===== src/rtl/spi_master.sv =====
// spi_master -- single-channel SPI master, mode 0 (CPOL=0, CPHA=0), MSB first.
//
// Shifts one byte (flag=0) or two bytes (flag=1) out on MOSI under a single
// CS-low window while capturing MISO, and strobes byte_recv once per received
// byte. SCLK half-period is CLK_DIV system clocks.
//
// Ports:
//   i_clock, i_reset          system clock, async active-low reset
//   enable                    0 forces idle / aborts a transfer
//   start_transfer            start request, honoured only in IDLE
//   multi_byte_spi_trans_flag 1 = 16-bit transfer, 0 = 8-bit transfer
//   Tx_Upper_Byte/Lower_Byte  transmit data, latched at start
//   busy, byte_recv           status / per-byte receive strobe
//   Rx_Recv_Byte              most recently received byte
//   CS, SCLK, MOSI, MISO      SPI pins
module spi_master #(
  parameter int CLK_DIV = 4
) (
  input  logic       i_clock,
  input  logic       i_reset,
  input  logic       enable,
  input  logic       start_transfer,
  input  logic       multi_byte_spi_trans_flag,
  output logic       busy,
  output logic       byte_recv,
  output logic       MOSI,
  input  logic       MISO,
  output logic       CS,
  output logic       SCLK,
  input  logic [7:0] Tx_Upper_Byte,
  input  logic [7:0] Tx_Lower_Byte,
  output logic [7:0] Rx_Recv_Byte
);

  typedef enum logic [2:0] {IDLE, SETUP, HIGH, LOW, HOLD} state_t;

  state_t      state;
  logic [7:0]  div_cnt;
  logic [3:0]  bit_cnt;   // index of the bit currently on the wire
  logic        multi;     // latched transfer length
  logic [15:0] tx_shift;  // [15] is the bit currently driven on MOSI
  logic [7:0]  rx_shift;

  logic       phase_end;
  logic       last_bit;
  logic       byte_end;
  logic [7:0] rx_next;

  assign phase_end = (div_cnt == 8'(CLK_DIV - 1));
  assign last_bit  = (bit_cnt == (multi ? 4'd15 : 4'd7));
  assign byte_end  = (bit_cnt[2:0] == 3'd7);
  assign rx_next   = {rx_shift[6:0], MISO};

  always_ff @(posedge i_clock or negedge i_reset) begin
    if (!i_reset) begin
      state        <= IDLE;
      div_cnt      <= '0;
      bit_cnt      <= '0;
      multi        <= 1'b0;
      tx_shift     <= '0;
      rx_shift     <= '0;
      busy         <= 1'b0;
      byte_recv    <= 1'b0;
      MOSI         <= 1'b0;
      CS           <= 1'b1;
      SCLK         <= 1'b0;
      Rx_Recv_Byte <= '0;
    end else if (!enable) begin
      // Abort: drop straight to idle; Rx_Recv_Byte keeps its last value.
      state     <= IDLE;
      div_cnt   <= '0;
      busy      <= 1'b0;
      byte_recv <= 1'b0;
      MOSI      <= 1'b0;
      CS        <= 1'b1;
      SCLK      <= 1'b0;
    end else begin
      byte_recv <= 1'b0;
      div_cnt   <= phase_end ? 8'd0 : div_cnt + 8'd1;
      case (state)
        IDLE: begin
          div_cnt <= '0;
          CS      <= 1'b1;
          SCLK    <= 1'b0;
          MOSI    <= 1'b0;
          busy    <= 1'b0;
          if (start_transfer) begin
            // 8-bit mode left-justifies Lower so [15] is always the next bit.
            tx_shift <= multi_byte_spi_trans_flag ? {Tx_Upper_Byte, Tx_Lower_Byte}
                                                  : {Tx_Lower_Byte, 8'h00};
            MOSI     <= multi_byte_spi_trans_flag ? Tx_Upper_Byte[7] : Tx_Lower_Byte[7];
            multi    <= multi_byte_spi_trans_flag;
            bit_cnt  <= '0;
            CS       <= 1'b0;
            busy     <= 1'b1;
            state    <= SETUP;
          end
        end
        SETUP: begin
          if (phase_end) begin
            SCLK  <= 1'b1;
            state <= HIGH;
          end
        end
        HIGH: begin
          if (phase_end) begin
            SCLK     <= 1'b0;
            rx_shift <= rx_next;
            if (byte_end) Rx_Recv_Byte <= rx_next;
            tx_shift <= {tx_shift[14:0], 1'b0};
            // The last bit stays on MOSI through HOLD.
            if (!last_bit) MOSI <= tx_shift[14];
            state    <= LOW;
          end
        end
        LOW: begin
          if (phase_end) begin
            // Strobe lands one SCLK half-period after the byte's last sample.
            if (byte_end) byte_recv <= 1'b1;
            if (last_bit) begin
              state <= HOLD;
            end else begin
              bit_cnt <= bit_cnt + 4'd1;
              SCLK    <= 1'b1;
              state   <= HIGH;
            end
          end
        end
        HOLD: begin
          if (phase_end) begin
            CS    <= 1'b1;
            MOSI  <= 1'b0;
            busy  <= 1'b0;
            state <= IDLE;
          end
        end
        default: state <= IDLE;
      endcase
    end
  end

endmodule


===== config.mk =====
export PLATFORM = sky130hd
export DESIGN_NAME = spi_master
export DESIGN_NICKNAME = d
export VERILOG_FILES = /design/src/rtl/spi_master.sv
export SDC_FILE = /design/constraint.sdc
export NUM_CORES = 1
export LEC_CHECK = 0
export CAP_MARGIN = 25
export CORE_AREA = 2 2 86 88
export DETAILED_ROUTE_END_ITERATION = 12
export DIE_AREA = 0 0 88 90
export SLEW_MARGIN = 40
export SYNTH_ARGS = -nofsm -noshare
export SYNTH_HDL_FRONTEND = slang
export SYNTH_SLANG_ARGS = --single-unit

===== constraint.sdc =====
create_clock -name i_clock -period 2.3 [get_ports i_clock]
set_input_delay 0.69 -clock i_clock [delete_from_list [all_inputs] [get_ports i_clock]]
set_output_delay 0.69 -clock i_clock [all_outputs]
set_load 0.005 [all_outputs]

== After elaboration in Yosys (flattened, before gate mapping) ==
Index checks and enable logic that the tools add are counted.
Cells by class
  add/subtract/negate cells: 2
  $mul: 0
  div/mod/pow operators: 0
  $lt $le $gt $ge: 0
  equal/unequal tests: 21
  shift operators: 0
  muxes and demuxes: 42
  bitwise logic cells: 0
  reduce and logical (&&, ||, !) cells: 12
Operators with widths (number)
  $mux W15: 3
  $pmux W15 S2: 1
  $mux W8: 3
  $mux W3: 7
  $ne A3 B3 Y1 const B: 7
  $mux W1: 18
  $mux W4: 4
  $pmux W3 S5: 1
  $reduce_and A5 Y1: 3
  $reduce_and A4 Y1: 3
  $add A8 B1 Y8 const B: 1
  $eq A8 B2 Y1 const B: 1
  $ne A2 B2 Y1 const B: 4
  $pmux W4 S2: 1
  $eq A3 B2 Y1 const B: 2
  $eq A3 B3 Y1 const B: 2
  $reduce_and A3 Y1: 2
  $ne A5 B1 Y1 const B: 1
  $add A4 B1 Y4 const B: 1
  $eq A4 B4 Y1: 1
  $ne A4 B1 Y1 const B: 1
  $pmux W1 S2: 2
  $pmux W1 S4: 1
  $reduce_bool A2 Y1: 2
  other kinds (5): 5
Word-level totals
  register bits after elaboration: 51
  latch bits: 0
  memory bits (writable): 0
  ROM bits: 0
  bits of input ports: 22
  word-level logic and storage cells: 89
  memories: 0

== Depth between registers and ports, before layout ==
Gate-level depths: netlist of run 1.
  depth after elaboration: 6
  depth in mapped cells: 6
  depth with buffers taken out: 5

== Worst setup path before layout of run 1 ==
No wires, ideal clock.
  kind: input-to-reg
  start: input enable
  end: register tx_shift[10]
  library setup time: 125 ps
  arrival: 1953 ps
  required time: 2175 ps
  slack: 222 ps
  cell stages on the path: 5
  cells stage by stage: clkbuf_1 nand2_1 nor3_4 buf_8 mux2_4
On the way
  longest elaborated chain between the ends: 1
RTL lines
  start, declared: RTL line 21  | input logic enable,
  $reduce_and A4 Y1 (no line)
  end signal, assigned: RTL line 89  | tx_shift <= multi_byte_spi_trans_flag ? {Tx_Upper_Byte, Tx_Lower_Byte}
  end signal, assigned: RTL line 110  | tx_shift <= {tx_shift[14:0], 1'b0};
  end, declared: RTL line 41  | logic [15:0] tx_shift;
Every way passes these cells.
A chain may end at the register's enable or synchronous reset.

== Final worst setup path of run 1 ==
  start: register div_cnt[0]
  end: register Rx_Recv_Byte[7]
On the way
  longest elaborated chain between the ends: 2
RTL lines
  start, declared: RTL line 38  | logic [7:0] div_cnt;
  start signal, assigned: RTL line 79  | div_cnt <= phase_end ? 8'd0 : div_cnt + 8'd1;
  $eq A8 B2 Y1: RTL line 49  | assign phase_end = (div_cnt == 8'(CLK_DIV - 1));
  $reduce_and A4 Y1 (no line)
  end signal, assigned: RTL line 109  | if (byte_end) Rx_Recv_Byte <= rx_next;
  end, declared: RTL line 32  | output logic [7:0] Rx_Recv_Byte
Every way passes these cells.

==> results of run 1 <==
[final cells by class]
class / instances / area [µm²]
inverter: 6 / 22.5
sequential: 51 / 1280
tap: 99 / 124
multi-input combinational: 166 / 1260
timing repair buffer: 49 / 473
fill: 650 / 3730
clock buffer: 5 / 68.8
clock inverter: 3 / 67.6
[through the flow]
stage	setup slack [ns]	hold WS (ns)	util	total power (W)
2_1_floorplan	0.222	0.394	-	0.00119
3_3_place_gp	0.0612	0.463	0.448	0.00130
3_5_place_dp	0.0315	0.486	0.449	0.00131
4_1_cts	0.197	0.388	0.469	0.00205
5_1_grt	0.0620	0.400	0.469	0.00213
6_report	0.204	0.371	0.469	0.00202
[cells by family after synthesis]
kind of cell    count (synthesis)
mux                            40
simple gates                   73
xor+xnor                        7
compound gates                 43
flops                          51
buf+inv                        17
fa+ha+maj                       3
[power by group]
part | total, W | switching [W] | internal (W)
Clock | 0.000738 | 0.000304 | 0.000434
Sequential | 0.00101 | 0.0000442 | 0.000968
Combinational | 0.000274 | 0.000114 | 0.000160
Total | 0.00202 | 0.000462 | 0.00156
[final timing paths]
path / start / to / slack, ns
worst max register to register: div_cnt[0]$_DFF_PN0_ / Rx_Recv_Byte[7]$_DFFE_PN0P_ / 0.20
worst max-delay path: div_cnt[0]$_DFF_PN0_ / Rx_Recv_Byte[7]$_DFFE_PN0P_ / 0.20
max in group asynchronous: i_reset / tx_shift[10]$_DFFE_PN0P_ / 1.38
min in group i_clock: rx_shift[6]$_DFFE_PN0P_ / Rx_Recv_Byte[7]$_DFFE_PN0P_ / 0.50
worst min register to register: rx_shift[6]$_DFFE_PN0P_ / Rx_Recv_Byte[7]$_DFFE_PN0P_ / 0.50
worst min-delay path: i_reset / MOSI$_DFFE_PN0P_ / 0.37
[synth_stat cells, types with 5 or more instances]
| cell type | instances | area [µm²] |
|---|---|---|
| nor2_1 | 16 | 60.1 |
| mux2_4 | 9 | 135 |
| mux2_1 | 5 | 56.3 |
| nand3_1 | 9 | 45.0 |
| clkbuf_1 | 7 | 26.3 |
| dfrtp_1 | 50 | 1250 |
| mux2_2 | 18 | 203 |
| nand2_1 | 27 | 101 |
| inv_1 | 6 | 22.5 |
| xor2_1 | 6 | 52.6 |
| o21ai_0 | 17 | 85.1 |
| mux2i_1 | 8 | 80.1 |
[metal layers]
metal	GRT usage	part of all wire
met1	0.205	0.49
met2	0.215	0.46
met3	0.0367	0.042
met4	0.0423	0.014
met5	0	0
[state kept, by name (all words and copies together) (netlist names)]
register      count
bit_cnt           4
multi             1
rx_shift          7
Rx_Recv_Byte      8
div_cnt           8
state             3
MOSI              1
byte_recv         1
busy              1
CS                1
tx_shift         15
SCLK              1
[layout by cell type (no fill, tap or decap), drive strengths merged, types with 2 or more instances in the layout]
cell type,instances
dfrtp,50
clkdlybuf4s50,33
mux2,32
nand2,27
o21ai,17
nor2,17
buf,16
nand3,10
mux2i,8
xor2,6
inv,6
clkbuf,5
nor3,5
a31oi,4
a21oi,4
nor2b,3
ha,3
o311ai,3
o311a,2
and3,2
or3,2
o22ai,2
bufinv,2
nor4b,2
==> results.md, run 1 <==
- Fin crit period: 2.10 ns
- Post-synthesis xor/xnor area fraction: 0.0235
- Post-CTS Setup Inserts: 0
- Max stage delay on crit path: around 0.53 ns
- Fin crit share: 0.911
- CTS Sinks: 51
- Antenna Nets Post-Route: 0
- Post-cts sizing count: 0
- Syn-to-layout area delta: 26.3%
- Largest family of logic cells by synthesized area: multiplexers
- Critical path's top delay family: simple AND/OR/NAND/NOR gates
- Initial Util: 0.371
- CP required: around 2.5 ns
- Synth Area in Simple Gates: 0.151
- Critical path class: reg -> reg
- Seq/Total Area, Yosys: 0.490
- VDD IR max: about 0.25 mV
- Core outline area: ~7000 µm²
- Fin. max-slew vios: 0
- Bufs and invs on worst path: 0
- Placed Cells: around 370
- Critical path depth: 5
- Count of cell types in the netlist: between 40 and 50
- Vias in the first global route: 1926
- DIE AREA: about 7900 µm²
- Port Buffers: 34
- Final #Nets: ~300
- Slew headroom: 0.608
- Static Leak: 1.47 nW
- First-pass GRT wire length: slightly above 9 mm
- Post-synthesis mux area share: 0.182
- Main flop type after synthesis: dfrtp_1
- Total grt overflow: 0
- Asr flop ratio synth: 1.00
- Routability-driven placement congestion ratio: 0.801
- CTS tree: built
- Crit-path max FO: 8
- CTS max path bufs: 2
- Mapped Nets: approximately 260
- CTS clk-pin slew, worst paths: about 0.090 ns
- Post-synthesis area per instance: 11.1 µm²
- Htree depth: 2
- Post-layout instance area: about 3300 µm²
- WL final: roughly 5.1 mm
- RSZ-0062 raised after global routing: no
- Pwr dens: around 600 nW/µm²
- TritonCTS Buffers: 5
- Clk_skew: 0.00827 ns
- CP Launch Type: flop
- Cell Area, Synth: roughly 2600 µm²
- Die Y: roughly 90 µm
- Layout cell share with drive strength beyond 1: 0.214
- Drt wl/cell: between 10 and 15 µm
- # setup viols final: 0
- Post-route insts no fill: between 300 and 400
- Hpwl dp: roughly 3.7 mm
- Post-synth EDFFs: 0
- Post-Route Setup TNS: 0 ns
- Root Driver: clkbuf_8
- FF-to-FF path depth: 5
- Worst Path Arrival: approximately 2.3 ns
- Synthesized flop and latch total: 51
- DR DRC count: 0
- Die W: 88 µm
- Diode count: 0
- Clock Latency Late Sink: 0.31 ns
- Hold Path Class: in -> async
- Cts hold-fix bufs: 0
- Initial antenna violation count: 0
- Row cnt: 31
- Largest net degree at the start of global routing: 30
- Gate Count Post-Synth: 234
- Via Count: between 1500 and 2000
- Placed cell area: 3150 µm²
- Outcome: finished, final reports clean
- DRT Pass-1 Iters: 4
- GRT Util Overall: 0.144
- I/O pin count: 35
- CP max-delay cell: or4b_4
- Adder-Cell Fraction of Synth Area: 0.0144
- Max Cap Viol: 0
- Vias per cell: between 4 and 5
- Crit end category: flop
- Final hold vios: 0
- Tightest Pin Transition: around 0.6 ns
- Syn. warnings: 0
- DRT iter0 DRCs: around 130
- FMAX: around 0.48 GHz
- Cells along the critical path: ha_1, or4b_4, nor2_4, nand4_4, mux2_1
- Post-synthesis compound-gate area fraction: 0.108
Power figures use the tool's default switching activity.
==> run 2: changes to the inputs <==
==> constraint.sdc (replaced) <==
create_clock -name i_clock -period 1.89 [get_ports i_clock]
set_input_delay 0.567 -clock i_clock [delete_from_list [all_inputs] [get_ports i_clock]]
set_output_delay 0.567 -clock i_clock [all_outputs]
set_load 0.005 [all_outputs]
==> run 2 against run 1 <==
  * The run now ends with negative setup slack left
  * Total power is 14% higher
  * Clock-buffer cell count stayed put
  * Register-to-register slack worse by 0.24 ns
  * Die area stayed put
  * Clock skew is 0.0014 ns higher
  * Routed wire length is 6.3% higher
  * Clock power is 8.0% lower
  * Worst hold slack worse by 0.15 ns
  * Combinational power is 42% higher
  * Final cell count is 3.4% higher
  * Maximum frequency is 8.9% higher
  * Flip-flop and latch count stayed put
  * Highest routed layer unchanged
==> results.md, run 2 (synthesis results as in run 1) <==
- Outcome: finished with violations
- Failing checks: negative setup slack
- Fin. max-slew vios: 0 (unchanged)
- Clock power frac: 0.295 (-0.070)
- Crit-path max FO: 8 (unchanged)
- Final #Nets: 317 (+4.3%)
- Layout cell share with drive strength beyond 1: 0.266 (+0.0519)
- Final core occ: 0.490 (+0.0210)
- Hold Path Class: in -> async
- Critical path class: reg -> reg
- Cells along the critical path: ha_4, or4b_4, nor2_4, nand4_4, mux2_1
- Fin crit share: 1.02 (+0.107)
- Vias in the first global route: 1843 (-4.3%)
- Largest register FFs: 15 (unchanged)
- TritonCTS Buffers: 5 (unchanged)
- Via Count: 1935 (+3.5%)
- Vias per cell: 4.94 (about the same)
- DIE AREA: 7920 µm² (unchanged)
- Cts hold-fix bufs: 0 (unchanged)
- Diode count: 0 (unchanged)
- FF+latch area: 1280 µm² (unchanged)
- Clk_skew: 0.00966 ns (+0.00138 ns)
- Total grt overflow: 0 (unchanged)
- Root Driver: clkbuf_8
- Initial Util: 0.371 (unchanged)
- CTS tree: built
- GRT Util Overall: 0.141 (-0.00337)
- Bufs and invs on worst path: 0 (unchanged)
- Final hold vios: 0 (unchanged)
- Hpwl dp: 3.73 mm (+0.16%)
- # setup viols final: 13 (+13)
- Max stage delay on crit path: 0.51 ns (-0.02 ns)
- Pwr dens: 669 nW/µm² (+8.7%)
- Multi-input logic area: 1320 µm² (+5.1%)
- Number of fill cells: 663 (+2.0%)
- CTS clk-pin slew, worst paths: 0.10 ns (about the same)
- Tightest Pin Transition: 0.307 ns (-0.281 ns)
- Row cnt: 31 (unchanged)
- Sw power: 0.000616 W (+33%)
- Post-layout instance area: 3440 µm² (+4.5%)
- Crit end category: flop
- Setup slack after layout: -0.0339 ns (-0.238 ns)
- Syn-to-layout area delta: 31.9%
- I/O pin count: 35 (unchanged)
- Largest net degree at the start of global routing: 52 (+73%)
- Worst Path Arrival: 2.13 ns (-0.17 ns)
- CP Launch Type: flop
- DRT iter0 DRCs: 107 (-16%)
- CP required: 2.10 ns (-0.40 ns)
- Fin crit period: 1.92 ns (-0.172 ns)
- FMAX: 0.520 GHz (+8.9%)
- Pint: 0.00168 W (+7.8%)
- Reg with most FFs: tx_shift
- Initial antenna violation count: 0 (unchanged)
- Biggest regs: tx_shift (15), Rx_Recv_Byte (8), div_cnt (8)
- Comb pwr share: 0.169 (+0.034)
- RSZ-0062 raised after global routing: yes
- First-pass GRT wire length: 8.92 mm (-1.5%)
- WL final: 5.42 mm (+6.3%)
- VDD IR max: 0.322 mV (+30%)
- CP max-delay cell: or4b_4
- CTS Sinks: 51 (unchanged)
- Drt wl/cell: 13.8 µm (+2.8%)
- Max Cap Viol: 0 (unchanged)
- Routability-driven placement congestion ratio: 0.786 (-1.9%)
- Antenna Nets Post-Route: 0 (unchanged)
- Placed cell area: 3260 µm² (+3.5%)
- Clock Latency Late Sink: 0.32 ns (about the same)
- Die W: 88 µm (unchanged)
- Static Leak: 1.54 nW (+4.9%)
- Most common cell after layout, fill and taps aside: dfrtp_1
- Core outline area: 7020 µm² (unchanged)
- DR DRC count: 0 (unchanged)
- Total power: 0.00230 W (+14%)
- DRT Pass-1 Iters: 4 (unchanged)
- Htree depth: 2 (unchanged)
- Most frequent cells in the layout: dfrtp_1 (50), clkdlybuf4s50_1 (32), nand2_1 (26)
- Switching part of the total: 0.268 (+0.0396)
- Slew headroom: 0.793 (+0.185)
- Critical path's top delay family: simple AND/OR/NAND/NOR gates
- Register share of total power: 0.536 (+0.036)
- Die Y: 90 µm (unchanged)
- CTS max path bufs: 2 (unchanged)
- Port Buffers: 34 (unchanged)
## run 2: changes by cell type in the layout (fill, tap and decap cells not counted), sizes merged
cell / before / now
clkbuf: 5 / 6
inv: 6 / 8
clkdlybuf4s50: 33 / 32
dlygate4sd2: 0 / 1
bufinv: 2 / 0
buf: 16 / 28
## run 2: metrics by stage
stage / setup TNS [ns] / setup WS, ns / std cells / hold slack, ns
after floorplan: -0.0259 / -0.00288 / 234 / 0.271
after global placement: -4.98 / -0.234 / 381 / 0.478
after detailed placement: -5.53 / -0.266 / 381 / 0.484
after CTS: -0.418 / -0.0555 / 389 / 0.230
after global routing: -2.20 / -0.111 / 392 / 0.233
final: -0.287 / -0.0339 / 392 / 0.220
## run 2: power by group through the flow
stage	Sequential (W)	Combinational [W]	Clock [W]
final	0.00123	0.000389	0.000679
after global routing	0.00124	0.000425	0.000750
after CTS	0.00123	0.000371	0.000706
after detailed placement	0.00125	0.000373	0
after global placement	0.00125	0.000362	0
after floorplan	0.00124	0.000211	0
## run 2: worst paths after layout
kind	start	end	slack, ns	depth (start not counted)
setup / recovery	div_cnt[0]$_DFF_PN0_	Rx_Recv_Byte[6]$_DFFE_PN0P_	-0.03	5
hold / removal	i_reset	div_cnt[3]$_DFF_PN0_	0.22	2
setup reg to reg	div_cnt[0]$_DFF_PN0_	Rx_Recv_Byte[6]$_DFFE_PN0P_	-0.03	5
hold reg to reg	bit_cnt[3]$_DFFE_PN0P_	bit_cnt[3]$_DFFE_PN0P_	0.50	1
max in group asynchronous	i_reset	CS$_DFFE_PN1P_	1.39	2
min in group i_clock	bit_cnt[3]$_DFFE_PN0P_	bit_cnt[3]$_DFFE_PN0P_	0.50	1
## run 2: final cells by class
class / count / share of cell area
multi-input combinational: 166 / 0.384
clock inverter: 3 / 0.00728
timing repair buffer: 62 / 0.174
inverter: 6 / 0.00655
sequential: 51 / 0.372
tap: 99 / 0.0360
clock buffer: 5 / 0.0200
## run 2: repair_timing
action | in CTS | in global routing
cloned | 0 | 1
gates resized for setup | 2 | 8
hold endpoints to repair | 0 | 0
pin swaps | 2 | 5
setup endpoints to repair | 17 | 29
buffers inserted | 0 | 2
## run 2: routing by layer
layer | up-vias | global-route usage | share of wire
li1 | 952 | - | -
met1 | 934 | 0.209 | 0.50
met2 | 39 | 0.208 | 0.45
met3 | 10 | 0.0275 | 0.044
met4 | 0 | 0.0385 | 0.011
met5 | - | 0 | 0
## run 2: worst register-to-register path: stages (launching register included)
cell and delay [ns]:
dfrtp_1 0.40, ha_4 0.18, or4b_4 0.51, nor2_4 0.17
nand4_4 0.20, mux2_1 0.37
